`src/rtl/mdu_pkg.sv`:
```
// mdu_pkg: op encodings, FSM states and default width shared by the multiply/divide unit
package mdu_pkg;
  localparam int MDU_XLEN = 32;
  localparam logic [2:0] MDU_MUL    = 3'd0;
  localparam logic [2:0] MDU_MULH   = 3'd1;
  localparam logic [2:0] MDU_MULHSU = 3'd2;
  localparam logic [2:0] MDU_MULHU  = 3'd3;
  localparam logic [2:0] MDU_DIV    = 3'd4;
  localparam logic [2:0] MDU_DIVU   = 3'd5;
  localparam logic [2:0] MDU_REM    = 3'd6;
  localparam logic [2:0] MDU_REMU   = 3'd7;
  typedef enum logic [1:0] {S_IDLE, S_CALC, S_DONE} state_e;
endpackage

```
`src/rtl/mdu_signfix.sv`:
```
// mdu_signfix: turns the magnitude product or {remainder, quotient} into the final signed result
module mdu_signfix import mdu_pkg::*; #(
  parameter int XLEN = MDU_XLEN
) (
  input  logic [2*XLEN-1:0] mag_i,
  input  logic [2:0]        op_i,
  input  logic              sign_a_i,
  input  logic              sign_b_i,
  input  logic              div_zero_i,
  output logic [XLEN-1:0]   res_o
);
  logic              neg;
  logic [2*XLEN-1:0] p;
  logic [XLEN-1:0]   q, r;
  always_comb begin
    neg = sign_a_i ^ sign_b_i;
    p = neg ? -mag_i : mag_i;
    q = mag_i[XLEN-1:0];
    r = mag_i[2*XLEN-1:XLEN];
    res_o = (op_i == MDU_MUL) ? q :
            !op_i[2] ? p[2*XLEN-1:XLEN] :
            !op_i[1] ? (div_zero_i ? '1 : (neg ? -q : q)) :
            (sign_a_i ? -r : r);
  end
endmodule

```
`src/rtl/mdu_iter.sv`:
```
// mdu_iter: iterative shift-add multiply / restoring divide feeding the register-file write port
module mdu_iter import mdu_pkg::*; #(
  parameter int XLEN = MDU_XLEN,
  parameter int AW   = 5,
  parameter int CW   = 6
) (
  input  logic            Clk,
  input  logic            Rst_n,
  input  logic            Start,
  input  logic            Flush,
  input  logic [2:0]      Op,
  input  logic [XLEN-1:0] A,
  input  logic [XLEN-1:0] B,
  input  logic [AW-1:0]   DstAdr,
  output logic            Busy,
  output logic            Done,
  output logic            WE,
  output logic [AW-1:0]   WAdr,
  output logic [XLEN-1:0] Din
);
  state_e            st_q;
  logic [2:0]        op_q;
  logic [AW-1:0]     dst_q, wadr_q;
  logic              sa_q, sb_q, dz_q, fix_q, done_q, we_q;
  logic              sa_d, sb_d;
  logic [CW-1:0]     cnt_q;
  logic [2*XLEN-1:0] acc_q, acc_d;
  logic [XLEN-1:0]   b_q, din_q, res;
  logic [XLEN:0]     sum, r1, diff;
  always_comb begin
    sa_d = A[XLEN-1] & (Op == MDU_MULH || Op == MDU_MULHSU || Op == MDU_DIV || Op == MDU_REM);
    sb_d = B[XLEN-1] & (Op == MDU_MULH || Op == MDU_DIV || Op == MDU_REM);
    sum  = {1'b0, acc_q[2*XLEN-1:XLEN]} + {1'b0, b_q};
    r1   = {acc_q[2*XLEN-1:XLEN], acc_q[XLEN-1]};
    diff = r1 - {1'b0, b_q};
    // acc holds {high product, multiplier} for multiply and {remainder, dividend/quotient} for divide
    acc_d = op_q[2] ? (diff[XLEN] ? {r1[XLEN-1:0], acc_q[XLEN-2:0], 1'b0}
                                  : {diff[XLEN-1:0], acc_q[XLEN-2:0], 1'b1})
                    : (acc_q[0] ? {sum, acc_q[XLEN-1:1]} : {1'b0, acc_q[2*XLEN-1:1]});
  end
  mdu_signfix #(.XLEN(XLEN)) u_signfix (
    .mag_i(acc_q), .op_i(op_q), .sign_a_i(sa_q), .sign_b_i(sb_q),
    .div_zero_i(dz_q), .res_o(res)
  );
  always_ff @(posedge Clk or negedge Rst_n) begin
    if (!Rst_n) begin
      st_q <= S_IDLE;
      op_q <= '0;
      dst_q <= '0;
      wadr_q <= '0;
      din_q <= '0;
      sa_q <= 1'b0;
      sb_q <= 1'b0;
      dz_q <= 1'b0;
      fix_q <= 1'b0;
      done_q <= 1'b0;
      we_q <= 1'b0;
      cnt_q <= '0;
      acc_q <= '0;
      b_q <= '0;
    end else begin
      done_q <= 1'b0;
      we_q <= 1'b0;
      if (Flush) st_q <= S_IDLE;
      else if (st_q == S_IDLE) begin
        if (Start) begin
          op_q <= Op;
          dst_q <= DstAdr;
          sa_q <= sa_d;
          sb_q <= sb_d;
          dz_q <= (B == '0);
          acc_q <= {{XLEN{1'b0}}, sa_d ? -A : A};
          b_q <= sb_d ? -B : B;
          cnt_q <= CW'(XLEN - 1);
          fix_q <= 1'b0;
          st_q <= S_CALC;
        end
      end else if (st_q == S_CALC) begin
        // after the last iteration one extra cycle registers the sign-fixed result
        if (fix_q) begin
          din_q <= res;
          wadr_q <= dst_q;
          done_q <= 1'b1;
          we_q <= (dst_q != '0);
          st_q <= S_DONE;
        end else begin
          acc_q <= acc_d;
          cnt_q <= cnt_q - 1'b1;
          fix_q <= (cnt_q == '0);
        end
      end else st_q <= S_IDLE;
    end
  end
  assign Busy = (st_q != S_IDLE);
  assign Done = done_q;
  assign WE   = we_q;
  assign WAdr = wadr_q;
  assign Din  = din_q;
endmodule
```
`config.mk`:
```
export PLATFORM = sky130hd
export DESIGN_NAME = mdu_iter
export DESIGN_NICKNAME = d
export VERILOG_FILES = /design/src/rtl/mdu_pkg.sv /design/src/rtl/mdu_signfix.sv /design/src/rtl/mdu_iter.sv
export SDC_FILE = /design/constraint.sdc
export NUM_CORES = 1
export LEC_CHECK = 0
export ABC_CLOCK_PERIOD_IN_PS = 7880
export CORE_UTILIZATION = 30
export DETAILED_ROUTE_END_ITERATION = 6
export PLACE_DENSITY = 0.47
export SETUP_SLACK_MARGIN = 0.5
export SYNTH_ARGS = -nofsm -noshare
export SYNTH_HDL_FRONTEND = slang
export SYNTH_SLANG_ARGS = --single-unit
```
`constraint.sdc`:
```
create_clock -name Clk -period 7.88 [get_ports Clk]
set_input_delay 1.576 -clock Clk [delete_from_list [all_inputs] [get_ports Clk]]
set_output_delay 1.576 -clock Clk [all_outputs]
set_load 0.02 [all_outputs]
```
After elaboration in Yosys (flattened, before gate mapping)
Index checks and enable logic that the tools add are counted.
W data, S select, Z words.
Cells by class
  $add $sub $neg: 8
  equal/unequal tests: 9
  muxes and demuxes: 37
  bitwise operators: 5
  reductions and logical operators: 17
Operators by type and width (number)
  $mux W64: 8
  $mux W32: 8
  $neg A32 Y32: 4
  $neg A64 Y64: 1
  $add A32 B32 Y33: 1
  $sub A33 B32 Y33: 1
  $logic_not A32 Y1: 1
  $mux W6: 4
  $mux W1: 12
  $mux W2: 5
  $reduce_and A4 Y1: 2
  $eq A3 B3 Y1 const B: 2
  $logic_not A6 Y1: 1
  $reduce_and A3 Y1: 2
  $sub A6 B1 Y6 const B: 1
  $logic_or A1 B1 Y1: 5
  $reduce_bool A5 Y1: 1
  $ne A4 B4 Y1 const B: 1
  $reduce_bool A2 Y1: 2
  $eq A3 B1 Y1 const B: 1
  $eq A3 B2 Y1 const B: 1
  $logic_not A3 Y1: 1
  $ne A3 B3 Y1 const B: 1
  $and A1 B1 Y1: 2
  other kinds (7): 8
Storage, ports and cells
  bits in registers: 155
  bits of input ports: 76
  output and inout bits: 40

Longest topological paths before layout
  word-level depth: 8
  mapped depth: 14
  depth with buffers taken out: 12

By module
A second synthesis with hierarchy kept.
Unflattened totals
  cell total of the unflattened synthesis: 1951
  area, all modules: 15283.4 um^2
Modules (own cells, without submodules)
  mdu_iter: times used 1, cells each 1424, area each 11975.2 um^2, sequential area each 3878.7 um^2
  mdu_signfix: times used 1, cells each 527, area each 3308.2 um^2, sequential area each 0.0 um^2

Worst setup path after synthesis
Ideal clock, no wire load.
  path kind: in2reg
  start: in A[5]
  end: reg acc_q[27]
  library setup time: 0.121 ns
  data arrival time: 3.675 ns
  required time: 7.759 ns
  setup slack: 4.084 ns
  stages: 9
  path buffers: 0
  path through: nor4_2 nand4_1 or3_1 or2_2 nor4_2 a21oi_1 xor2_1 o21ai_1 nand2_1
Between the ends
  word-level cells in the longest chain between the ends: 4
Ends and longest elaborated chain
  from (decl): RTL line mdu_iter.sv:12  | input logic [XLEN-1:0] A,
  $neg A32 Y32: RTL line mdu_iter.sv:72  | acc_q <= {{XLEN{1'b0}}, sa_d ? -A : A};
  $mux W32: RTL line mdu_iter.sv:72
  $mux W64: RTL line mdu_iter.sv:66  | if (Start) begin
  $mux W64: RTL line mdu_iter.sv:65  | else if (st_q == S_IDLE) begin
  to (signal assigned): RTL line mdu_iter.sv:72
  to (decl): RTL line mdu_iter.sv:27  | logic [2*XLEN-1:0] acc_q, acc_d;
Every way passes these cells. The select of a mux whose other input is x is not followed.
A chain may end at the register's enable or synchronous reset.

Final worst setup path
  start: reg acc_q[31]
  end: reg acc_q[49]
Between the ends
  word-level cells in the longest chain between the ends: 6
Ends and longest elaborated chain
  $sub A33 B32 Y33: RTL line mdu_iter.sv:35  | diff = r1 - {1'b0, b_q};
  $mux W64 (2 in series): RTL line mdu_iter.sv:37  | acc_d = op_q[2] ? (diff[XLEN] ? {r1[XLEN-1:0], acc_q[XLEN-2:0], 1'b0}
  $mux W64: RTL line mdu_iter.sv:80  | if (fix_q) begin
  $mux W64: RTL line mdu_iter.sv:78  | end else if (st_q == S_CALC) begin
  $mux W64: RTL line mdu_iter.sv:65
Every way passes these cells. The select of a mux whose other input is x is not followed.

==> summary.md <==
| Metric | Value |
|---|---|
| Worst min path class | flop to flop |
| Core box area | 48,800 µm² |
| Pre-CTS WS | 3.16 ns |
| FF+latch area | 3880 µm² |
| CTS resizes | 0 |
| Initial antenna violation count | 0 |
| Syn Nets | 2,107 |
| Mapped Cells | 1,959 |
| Yosys reg bits | 155 |
| Worst-Margin Slew | 1.05 ns |
| I/O pins | 116 |
| GPL Wtd Cong | 0.868 |
| Total Routing Usage GR | 20.2% |
| # DRC | 0 |
| Critical Path AT | 4.64 ns |
| Warnings, synthesis | 0 |
| Die W | 225 µm |
| Post-DRT Antenna Nets | 0 |
| Final Hold Violating Endpoints | 0 |
| Starting Density | 30.4% |
| Vias | 14,100 |
| Clock skew | 0.0106 ns |
| Peak supply drop | 0.000210 V |
| IO buf count | 115 |
| Fin nets | 2,111 |
| Share of post-route cells with drive strength above 1 | 4.71% |
| Drt first-iter violations | 964 |
| Count of final max-slew check failures | 0 |
| Clk sinks | 155 |
| Final WL | 50,300 µm |
| Final setup fails | 0 |
| DP HPWL | 37,600 µm |
| Rel. slew slack | 29.9% |
| Critical path class | flop to flop |
| Top cell type's share of synthesized area | 26.1% |
| H-tree depth | 4 |
| CTS max path bufs | 2 |
| CTS tree | done |
| Most frequent cells in the layout | nand2_1, o21ai_0, a21oi_1 |
| FMAX | 0.233 GHz |
| Lkg Pwr | 7.07 nW |
| Post-CTS setup buffers | 0 |
| Worst-Skew Late Latency | 0.49 ns |
| Sequential-to-total area share from yosys stat | 26.1% |
| Crit path max fanout | 29 |
| Startpoint Class | flop |
| Ys async rst share | 100% |
| Top cells by area, synth | dfrtp_1, nand2_1, o21ai_0 |
| Clock transition at path regs | 0.07 ns |
| Antenna Cells | 0 |
| Outcome | complete, no violations |
| Fillcell total | 5,271 |
| Commonest register cell after synthesis | dfrtp_1 |
| Cell area power density | 345 nW/µm² |
| Post-synth EDFFs | 0 |
| # hold bufs at CTS | 0 |
| Die span in y | 225 µm |
| CTS root buffer | clkbuf_16 |
| Area leader, netlist | dfrtp_1 |
| Largest net degree at the start of global routing | 101 |
| Fin worst setup slack | 3.58 ns |
| Initial DRT Pass Iterations | 5 |
| Drt wl/cell | 19.1 µm |
| Max_cap viols | 0 |
| Critical Path RT | 8.22 ns |
| Commonest non-fill, non-tap cell in the layout | nand2_1 |
| Synthesized area per cell | 7.59 µm² |
| Vias per cell | 5.33 |
| Post-route insts no fill | 2,640 |
| Total grt overflow | 0 |
| Cell Count Post-Placement | 2,608 |
| Setup tns final | 0 ns |
| Post-synthesis cell area | 14,900 µm² |
| CP endpoint kind | flop |
| Number of global-route vias before repair | 13,600 |
| Std cell rows | 81 |
| Die area | 50,400 µm² |
| Synth unique cells | 76 |
| Fin crit share | 54.5% |
| Cts bufs inserted | 17 |
| Area growth from synthesis to layout | 15.1% |
| RSZ-0062 raised after global routing | no |
| First-pass GRT wire length | 79,000 µm |
| Footprint of the multi-input gates | 10,200 µm² |
| Final min period | 4.30 ns |
## worst max-delay path, stage by stage, from the launching register on
cell	delay (ns)
dfrtp_1	0.33
buf_4	0.17
inv_1	0.16
ha_1	0.28
fa_1	0.38
nand2b_1	0.20
a21oi_1	0.34
o211ai_1	0.27
nand2_1	0.16
a31oi_1	0.20
xnor2_4	0.53
buf_4	0.50
mux2i_1	0.30
o21ai_0	0.11
o21bai_1	0.19
## path summary, 6_finish.rpt
| path | start | endpoint | slack (ns) | cells after the start |
|---|---|---|---|---|
| max in group asynchronous | Rst_n | op_q[2]$_DFFE_PN0P_ | 5.59 | 2 |
| min in group asynchronous | Rst_n | acc_q[4]$_DFFE_PN0P_ | 1.07 | 1 |
| hold / removal | Din[0]$_DFFE_PN0P_ | Din[0]$_DFFE_PN0P_ | 0.48 | 2 |
| setup / recovery | acc_q[31]$_DFFE_PN0P_ | acc_q[49]$_DFFE_PN0P_ | 3.58 | 14 |
| setup reg to reg | acc_q[31]$_DFFE_PN0P_ | acc_q[49]$_DFFE_PN0P_ | 3.58 | 14 |
| hold reg to reg | Din[0]$_DFFE_PN0P_ | Din[0]$_DFFE_PN0P_ | 0.48 | 2 |
## cells by family after synthesis
group	Yosys count	synth area share, %
AND/OR/NAND/NOR	635	19.4
adder cells (fa/ha/maj)	72	6.16
buffers and inverters	214	5.54
AO/OA/AOI/OAI	622	26.7
flip-flops	155	26.1
multiplexers	69	4.70
XOR/XNOR	192	11.4
## routing by layer
| metal | vias to the layer above | global-route usage (%) | routed length [µm] |
|---|---|---|---|
| li1 | 7035 | - | - |
| met1 | 6724 | 28.3 | 25100 |
| met2 | 276 | 32.0 | 22400 |
| met3 | 45 | 2.82 | 1850 |
| met4 | 0 | 5.99 | 953 |
| met5 | - | 0 | 0 |
## cells in the mapped netlist (34+ instances only)
cell type	count
nand2_1	290
o21ai_0	176
a21oi_1	157
dfrtp_1	155
nor2_1	145
clkbuf_1	138
xnor2_1	99
xor2_1	92
ha_1	70
inv_1	63
mux2i_1	63
nor3_1	34
o31ai_1	34
## final cells by class
| cell class | count | share of cell area [%] |
|---|---|---|
| Clock inverter | 12 | 1.08 |
| Clock buffer | 20 | 2.67 |
| Sequential cell | 155 | 22.7 |
| Inverter | 63 | 1.38 |
| Tap cell | 664 | 4.86 |
| Timing Repair Buffer | 136 | 7.66 |
| Multi-Input combinational cell | 1590 | 59.7 |
## state kept, by name, summed over array words and instances, names as in the netlist
name	count
b_q	32
op_q	3
dst_q	5
sa_q	1
sb_q	1
fix_q	1
WE	1
st_q	2
acc_q	64
Din	32
cnt_q	6
dz_q	1
WAdr	5
Done	1
## where the power goes
part           internal (W)  switching (W)  total (W)
sequential         0.000956       0.000438    0.00139
clock              0.000550       0.000384   0.000934
combinational       0.00144        0.00214    0.00358
## metrics by stage
step                utilization [%]  total power, W  cell area, µm²  hold slack [ns]
detailed placement             33.7         0.00496           16500            0.467
CTS                            35.0         0.00592           17100            0.484
finish                         35.0         0.00591           17100            0.480
global placement               33.7         0.00494           16500            0.455
floorplan                         -         0.00393           14900            0.461
global route                   35.0         0.00640           17100            0.519
(Power assumes the default switching activity.)
